### src/rtl/x_oddr_pkg.sv
// Shared types for the DDR output serialiser: FSM states and
// the pair-counter width helper.
package x_oddr_pkg;

    typedef enum logic {
        IDLE  = 1'b0,
        SHIFT = 1'b1
    } state_t;

    function automatic int cnt_w(input int width);
        return (width / 2 <= 2) ? 1 : $clog2(width / 2);
    endfunction

endpackage

### src/rtl/x_oddr_tx_if.sv
// Word handshake between the fabric source and the serialiser.
// The source drives D/DV; the serialiser answers with DRDY.
interface x_oddr_tx_if #(
    parameter int WIDTH = 8
);
    logic [WIDTH-1:0] D;
    logic             DV;
    logic             DRDY;

    modport master (output D, output DV, input DRDY);
    modport slave  (input D, input DV, output DRDY);
endinterface

### src/rtl/x_oddr_hold.sv
// One-entry holding register in front of the shifter.
// A pop in the same edge as a push lets the entry refill while draining.
module x_oddr_hold
    import x_oddr_pkg::*;
#(
    parameter int WIDTH = 8
) (
    input  logic             clk,
    input  logic             rst_n,
    x_oddr_tx_if.slave       bus,
    input  logic             pop,
    output logic             full,
    output logic [WIDTH-1:0] data
);

    logic rdy_q;
    logic push;

    assign bus.DRDY = rdy_q & (~full | pop);
    assign push     = bus.DV & bus.DRDY;

    always_ff @(posedge clk) begin
        if (!rst_n) begin
            rdy_q <= 1'b0;
            full  <= 1'b0;
            data  <= '0;
        end else begin
            rdy_q <= 1'b1;
            full  <= push | (full & ~pop);
            if (push) begin
                data <= bus.D;
            end
        end
    end

endmodule

### src/rtl/x_oddr_tx.sv
// DDR output serialiser: words in, two bits per clock out on Q1/Q2/OQ.
// Define X_ODDR_TX_TRISTATE_EN to add the TQ output enable.
module x_oddr_tx
    import x_oddr_pkg::*;
#(
    parameter int   WIDTH     = 8,
    parameter int   MSB_FIRST = 1,
    parameter logic INIT_Q1   = 1'b0,
    parameter logic INIT_Q2   = 1'b0
) (
    input  logic       C,
    input  logic       R,
    x_oddr_tx_if.slave bus,
    output logic       Q1,
    output logic       Q2,
    output logic       OQ,
    output logic       BUSY,
`ifdef X_ODDR_TX_TRISTATE_EN
    output logic       TQ,
`endif
    output logic       DONE
);

    localparam int CW = cnt_w(WIDTH);
    localparam logic [CW-1:0] LAST = CW'(WIDTH / 2 - 1);

    state_t           state;
    state_t           state_n;
    logic [WIDTH-1:0] sh;
    logic [WIDTH-1:0] sh_n;
    logic [CW-1:0]    cnt;
    logic [CW-1:0]    cnt_n;
    logic             q1_n;
    logic             q2_n;
    logic             done_n;
    logic             pop;
    logic             load;
    logic             full;
    logic [WIDTH-1:0] hold_data;

    function automatic logic [1:0] head(input logic [WIDTH-1:0] w);
        if (MSB_FIRST != 0) begin
            return {w[WIDTH-1], w[WIDTH-2]};
        end
        return {w[0], w[1]};
    endfunction

    function automatic logic [WIDTH-1:0] adv(input logic [WIDTH-1:0] w);
        return (MSB_FIRST != 0) ? (w << 2) : (w >> 2);
    endfunction

    x_oddr_hold #(
        .WIDTH(WIDTH)
    ) u_hold (
        .clk  (C),
        .rst_n(R),
        .bus  (bus),
        .pop  (pop),
        .full (full),
        .data (hold_data)
    );

    // A held word enters the shifter from IDLE or on the last pair.
    assign load = full & ((state == IDLE) | (cnt == '0));

    always_comb begin
        state_n = state;
        sh_n    = sh;
        cnt_n   = cnt;
        q1_n    = INIT_Q1;
        q2_n    = INIT_Q2;
        done_n  = 1'b0;
        pop     = 1'b0;
        unique case (state)
            IDLE: begin
                if (load) begin
                    pop          = 1'b1;
                    state_n      = SHIFT;
                    {q1_n, q2_n} = head(hold_data);
                    sh_n         = adv(hold_data);
                    cnt_n        = LAST;
                    done_n       = (LAST == '0);
                end
            end
            SHIFT: begin
                if (load) begin
                    pop          = 1'b1;
                    {q1_n, q2_n} = head(hold_data);
                    sh_n         = adv(hold_data);
                    cnt_n        = LAST;
                    done_n       = (LAST == '0);
                end else if (cnt == '0) begin
                    state_n = IDLE;
                end else begin
                    {q1_n, q2_n} = head(sh);
                    sh_n         = adv(sh);
                    cnt_n        = cnt - 1'b1;
                    done_n       = (cnt == CW'(1));
                end
            end
            default: begin
                state_n = IDLE;
            end
        endcase
    end

    always_ff @(posedge C) begin
        if (!R) begin
            state <= IDLE;
            sh    <= '0;
            cnt   <= '0;
            Q1    <= INIT_Q1;
            Q2    <= INIT_Q2;
            DONE  <= 1'b0;
        end else begin
            state <= state_n;
            sh    <= sh_n;
            cnt   <= cnt_n;
            Q1    <= q1_n;
            Q2    <= q2_n;
            DONE  <= done_n;
        end
    end

    assign BUSY = (state == SHIFT);

`ifdef X_ODDR_TX_TRISTATE_EN
    assign TQ = (state != SHIFT);
    assign OQ = TQ ? 1'bz : (C ? Q1 : Q2);
`else
    assign OQ = C ? Q1 : Q2;
`endif

endmodule
### src/flat_wrapper.sv
// flat-port wrapper written by rule: the top's interface ports become plain ports
module x_oddr_tx_flat import x_oddr_pkg::*;
#(
    parameter int   WIDTH     = 8,
    parameter int   MSB_FIRST = 1,
    parameter logic INIT_Q1   = 1'b0,
    parameter logic INIT_Q2   = 1'b0
)
  (C, R, Q1, Q2, OQ, BUSY, DONE, bus_D, bus_DV, bus_DRDY);
  x_oddr_tx_if #(.WIDTH(WIDTH)) bus_i ();
  input  logic C;
  input  logic R;
  output logic Q1;
  output logic Q2;
  output logic OQ;
  output logic BUSY;
  output logic DONE;
  input wire logic [$bits(bus_i.D)-1:0] bus_D;
  input wire logic [$bits(bus_i.DV)-1:0] bus_DV;
  output wire logic [$bits(bus_i.DRDY)-1:0] bus_DRDY;
  assign bus_i.D = bus_D;
  assign bus_i.DV = bus_DV;
  assign bus_DRDY = bus_i.DRDY;
  x_oddr_tx #(.WIDTH(WIDTH), .MSB_FIRST(MSB_FIRST), .INIT_Q1(INIT_Q1), .INIT_Q2(INIT_Q2)) u_core (.C(C), .R(R), .bus(bus_i), .Q1(Q1), .Q2(Q2), .OQ(OQ), .BUSY(BUSY), .DONE(DONE));
endmodule
### config.mk
export PLATFORM = sky130hd
export DESIGN_NAME = x_oddr_tx_flat
export DESIGN_NICKNAME = d
export VERILOG_FILES = /design/src/rtl/x_oddr_pkg.sv /design/src/rtl/x_oddr_tx_if.sv /design/src/rtl/x_oddr_hold.sv /design/src/rtl/x_oddr_tx.sv /design/src/flat_wrapper.sv
export SDC_FILE = /design/constraint.sdc
export NUM_CORES = 1
export LEC_CHECK = 0
export ABC_AREA = 1
export BUFFER_PORTS_ARGS = -buffer_cell sky130_fd_sc_hd__buf_4
export CAP_MARGIN = 5
export CORE_MARGIN = 2
export CORE_UTILIZATION = 35
export CTS_CLUSTER_DIAMETER = 50
export DETAILED_ROUTE_END_ITERATION = 12
export PLACE_DENSITY = 0.57
export SETUP_SLACK_MARGIN = 0.4
export SKIP_LAST_GASP = 1
export SYNTH_ARGS = -nofsm -noshare
export SYNTH_HDL_FRONTEND = slang
export SYNTH_SLANG_ARGS = --single-unit
### constraint.sdc
create_clock -name C -period 1.47 [get_ports C]
set_clock_uncertainty 0.1 [all_clocks]
set_input_delay 0.294 -clock C [delete_from_list [all_inputs] [get_ports C]]
set_output_delay 0.294 -clock C [all_outputs]
set_load 0.03 [all_outputs]
==> impl_metrics.xml <==
<?xml version="1.0" encoding="UTF-8"?>
<metrics>
  <group name="run_status">
    <metric name="outcome" unit="">complete, but fails checks</metric>
    <metric name="failed_checks" unit="">negative setup slack</metric>
  </group>
  <group name="yosys">
    <metric name="postSynthNetCount" unit="">162</metric>
    <metric name="syn-cell-area" unit="sq um">1040</metric>
    <metric name="syn-mean-instance-area" unit="sq um">6.99</metric>
    <metric name="postSynthRegisterBits" unit="">22</metric>
    <metric name="post_synth_inst_count" unit="">149</metric>
    <metric name="synth-warning-count" unit="">0</metric>
    <metric name="synth_cell_type_count" unit="">20</metric>
    <metric name="synth_seq_area_share" unit="">0.423</metric>
  </group>
  <group name="grt">
    <metric name="grtUsageTotal" unit="">0.157</metric>
    <metric name="globalRoute.totalOverflow" unit="">0</metric>
    <metric name="met2_usage" unit="">0.266</metric>
    <metric name="grt_pass1_wl" unit="um">3980</metric>
    <metric name="antenna_violations_before_repair" unit="">0</metric>
    <metric name="global_route.peak_usage_layer" unit="">met2</metric>
    <metric name="grtUsageMet3" unit="">0.0418</metric>
    <metric name="grt_start_max_net_pins" unit="">17</metric>
    <metric name="gr-usage-met1" unit="">0.178</metric>
    <metric name="grt_pass1_vias" unit="">938</metric>
  </group>
  <group name="timing">
    <metric name="tightest_slew" unit="ns">0.253</metric>
    <metric name="relSlewSlack" unit="">0.831</metric>
    <metric name="count_of_endpoints_failing_hold_in_the_final_timing_report" unit="">0</metric>
    <metric name="tns" unit="ns">-0.553</metric>
    <metric name="grt_setup_unrepaired" unit="">true</metric>
    <metric name="whs" unit="ns">0.104</metric>
    <metric name="timing.final.max_slew_violations" unit="">0</metric>
    <metric name="postLayoutSetupSlackWorst" unit="ns">-0.306</metric>
    <metric name="final-setup-viol-count" unit="">2</metric>
  </group>
  <group name="cells_and_area">
    <metric name="fill_count" unit="">255</metric>
    <metric name="number_of_antenna_cells_inserted" unit="">0</metric>
    <metric name="syn_to_final_growth" unit="%">47.8</metric>
    <metric name="drive_above_1_share" unit="">0.392</metric>
    <metric name="share_of_the_core_filled_with_cells" unit="">0.553</metric>
    <metric name="layout.cells.most_common_list" unit="">sky130_fd_sc_hd__nand2_1, sky130_fd_sc_hd__inv_1, sky130_fd_sc_hd__buf_4</metric>
    <metric name="fin_area" unit="sq um">1540</metric>
    <metric name="stdcell_count" unit="">212</metric>
    <metric name="final_net_count" unit="">195</metric>
    <metric name="final_common_cell" unit="">sky130_fd_sc_hd__nand2_1</metric>
  </group>
  <group name="clock_network">
    <metric name="clk-insertion-delay-late" unit="ns">0.41</metric>
    <metric name="clkSlewWorstSetupHoldPaths" unit="ns">0.12</metric>
    <metric name="cts_tree" unit="">yes</metric>
  </group>
  <group name="routing">
    <metric name="first_iteration_detailed_routing_drc_count" unit="">36</metric>
    <metric name="vias_per_cell" unit="">4.60</metric>
    <metric name="vias" unit="">976</metric>
    <metric name="antenna_violating_nets_remaining" unit="">0</metric>
    <metric name="firstDrtPassIters" unit="">4</metric>
    <metric name="detail_route.drc_violations" unit="">0</metric>
    <metric name="routedWlPerCell" unit="um">11.2</metric>
    <metric name="postRouteWirelength" unit="um">2380</metric>
  </group>
  <group name="setup_path">
    <metric name="worstSetupEndpoint" unit="">OQ</metric>
    <metric name="crit-reg2reg-launch" unit="">u_core.cnt[0]$_SDFFE_PN0P_</metric>
    <metric name="cp-start-kind" unit="">clock port</metric>
    <metric name="reg2regPathDepth" unit="">9</metric>
    <metric name="critPathKind" unit="">clk -&gt; out</metric>
    <metric name="reg2reg_slack" unit="ns">0.04</metric>
    <metric name="cp.arrival" unit="ns">1.38</metric>
    <metric name="critPathRequiredTime" unit="ns">1.08</metric>
    <metric name="r2r-end" unit="">u_core.u_hold.data[3]$_SDFFE_PN0P_</metric>
    <metric name="endpoint_kind" unit="">primary output</metric>
    <metric name="setup.worst_path.start" unit="">C</metric>
    <metric name="crit_path_max_fanout" unit="">2</metric>
  </group>
  <group name="die">
    <metric name="row_count" unit="">19</metric>
    <metric name="die-height" unit="um">58.5</metric>
    <metric name="start_util" unit="">0.374</metric>
    <metric name="die_w" unit="um">58.5</metric>
    <metric name="core" unit="sq um">2780</metric>
    <metric name="ios" unit="">17</metric>
    <metric name="design.die.area" unit="sq um">3430</metric>
  </group>
  <group name="power_and_ir_drop">
    <metric name="cellLeakagePower" unit="nW">0.786</metric>
    <metric name="max-vdd-ir-drop" unit="uV">711</metric>
    <metric name="p_per_area" unit="nW/um^2">915</metric>
    <metric name="power.total" unit="mW">1.41</metric>
  </group>
  <group name="place">
    <metric name="gp_congestion" unit="">0.759</metric>
    <metric name="port_buffers" unit="">16</metric>
    <metric name="place.detailed.instances" unit="">194</metric>
    <metric name="placed_area" unit="sq um">1240</metric>
    <metric name="detailedPlacementHpwl" unit="um">1530</metric>
    <metric name="placement.setup.worst_slack" unit="ns">-0.0926</metric>
  </group>
  <group name="run">
    <metric name="maxCapViolCount" unit="">0</metric>
  </group>
  <group name="min_path">
    <metric name="hold_class" unit="">in -&gt; reg</metric>
  </group>
</metrics>
layer usage:
layer | share of wire | wire length, um | vias to the layer above
met2 | 0.50 | 1190 | 17
met3 | 0.034 | 82 | 5
met4 | 0.011 | 25 | 0
li1 | - | - | 509
met5 | 0 | 0 | -
met1 | 0.45 | 1080 | 445
how the worst min path moves through the flow:
stage	startpoint	end	cells past startpoint
floorplan	R	u_core.u_hold.rdy_q$_DFF_P_	0
global placement	u_core.sh[5]$_SDFFE_PN0P_	u_core.sh[5]$_SDFFE_PN0P_	2
detailed placement	u_core.sh[4]$_SDFFE_PN0P_	u_core.sh[4]$_SDFFE_PN0P_	2
CTS	R	u_core.u_hold.data[2]$_SDFFE_PN0P_	3
global route	R	u_core.DONE$_SDFF_PN0_	3
finish	R	u_core.u_hold.data[2]$_SDFFE_PN0P_	3
layout make-up:
cell class | instances | area (sq um) | area share
inverters | 38 | 148 | 0.0959
flip-flops and latches | 22 | 450 | 0.293
clock buffers | 8 | 83.8 | 0.0545
repair buffers | 27 | 264 | 0.172
multi-input cells | 86 | 554 | 0.360
well taps | 31 | 38.8 | 0.0252
what timing repair did:
item,in CTS,in global routing
hold buffers,1,0
endpoints found under the hold margin,1,0
buffers inserted,5,3
gates cloned,2,0
endpoints found under the setup margin,27,27
pin swaps,4,13
gates resized for setup,17,15
where the power goes:
part	leakage, nW	internal, mW	switching (mW)
sequential	0.183	0.623	0.0149
clock	0.0542	0.322	0.226
combinational	0.548	0.0994	0.123
total	0.786	1.04	0.364
critical path, cell delays in order:
cell	delay [ns]
sky130_fd_sc_hd__clkbuf_8	0.11
sky130_fd_sc_hd__buf_8	0.11
sky130_fd_sc_hd__mux2_4	0.29
sky130_fd_sc_hd__buf_6	0.14
sequential cells by signal (all words and copies together) (netlist names):
name	flops
u_core.u_hold.full	1
u_core.BUSY	1
u_core.cnt	2
u_core.u_hold.rdy_q	1
u_core.u_hold.data	8
u_core.Q1	1
u_core.Q2	1
u_core.sh	6
u_core.DONE	1
kinds of logic (layout without fill, tap and decap cells):
family	Yosys count	count (layout)	synth area share
compound gates	8	8	0.0589
flops	22	22	0.423
mux	1	1	0.0108
buf+inv	42	73	0.162
simple gates	74	75	0.321
fa+ha+maj	2	2	0.0240
cell usage after synthesis, drive strengths merged:
cell | number | area, sq um
nand3 | 9 | 55.1
inv | 38 | 143
nand2 | 47 | 181
nand4 | 8 | 50.1
dfxtp | 22 | 440
ha | 2 | 25.0
mux2 | 1 | 11.3
buf | 4 | 26.3
o21ai | 4 | 23.8
nor2 | 10 | 47.6
a21boi | 1 | 11.3
a21oi | 3 | 26.3
No activity file was read; power rests on OpenSTA's default activity.
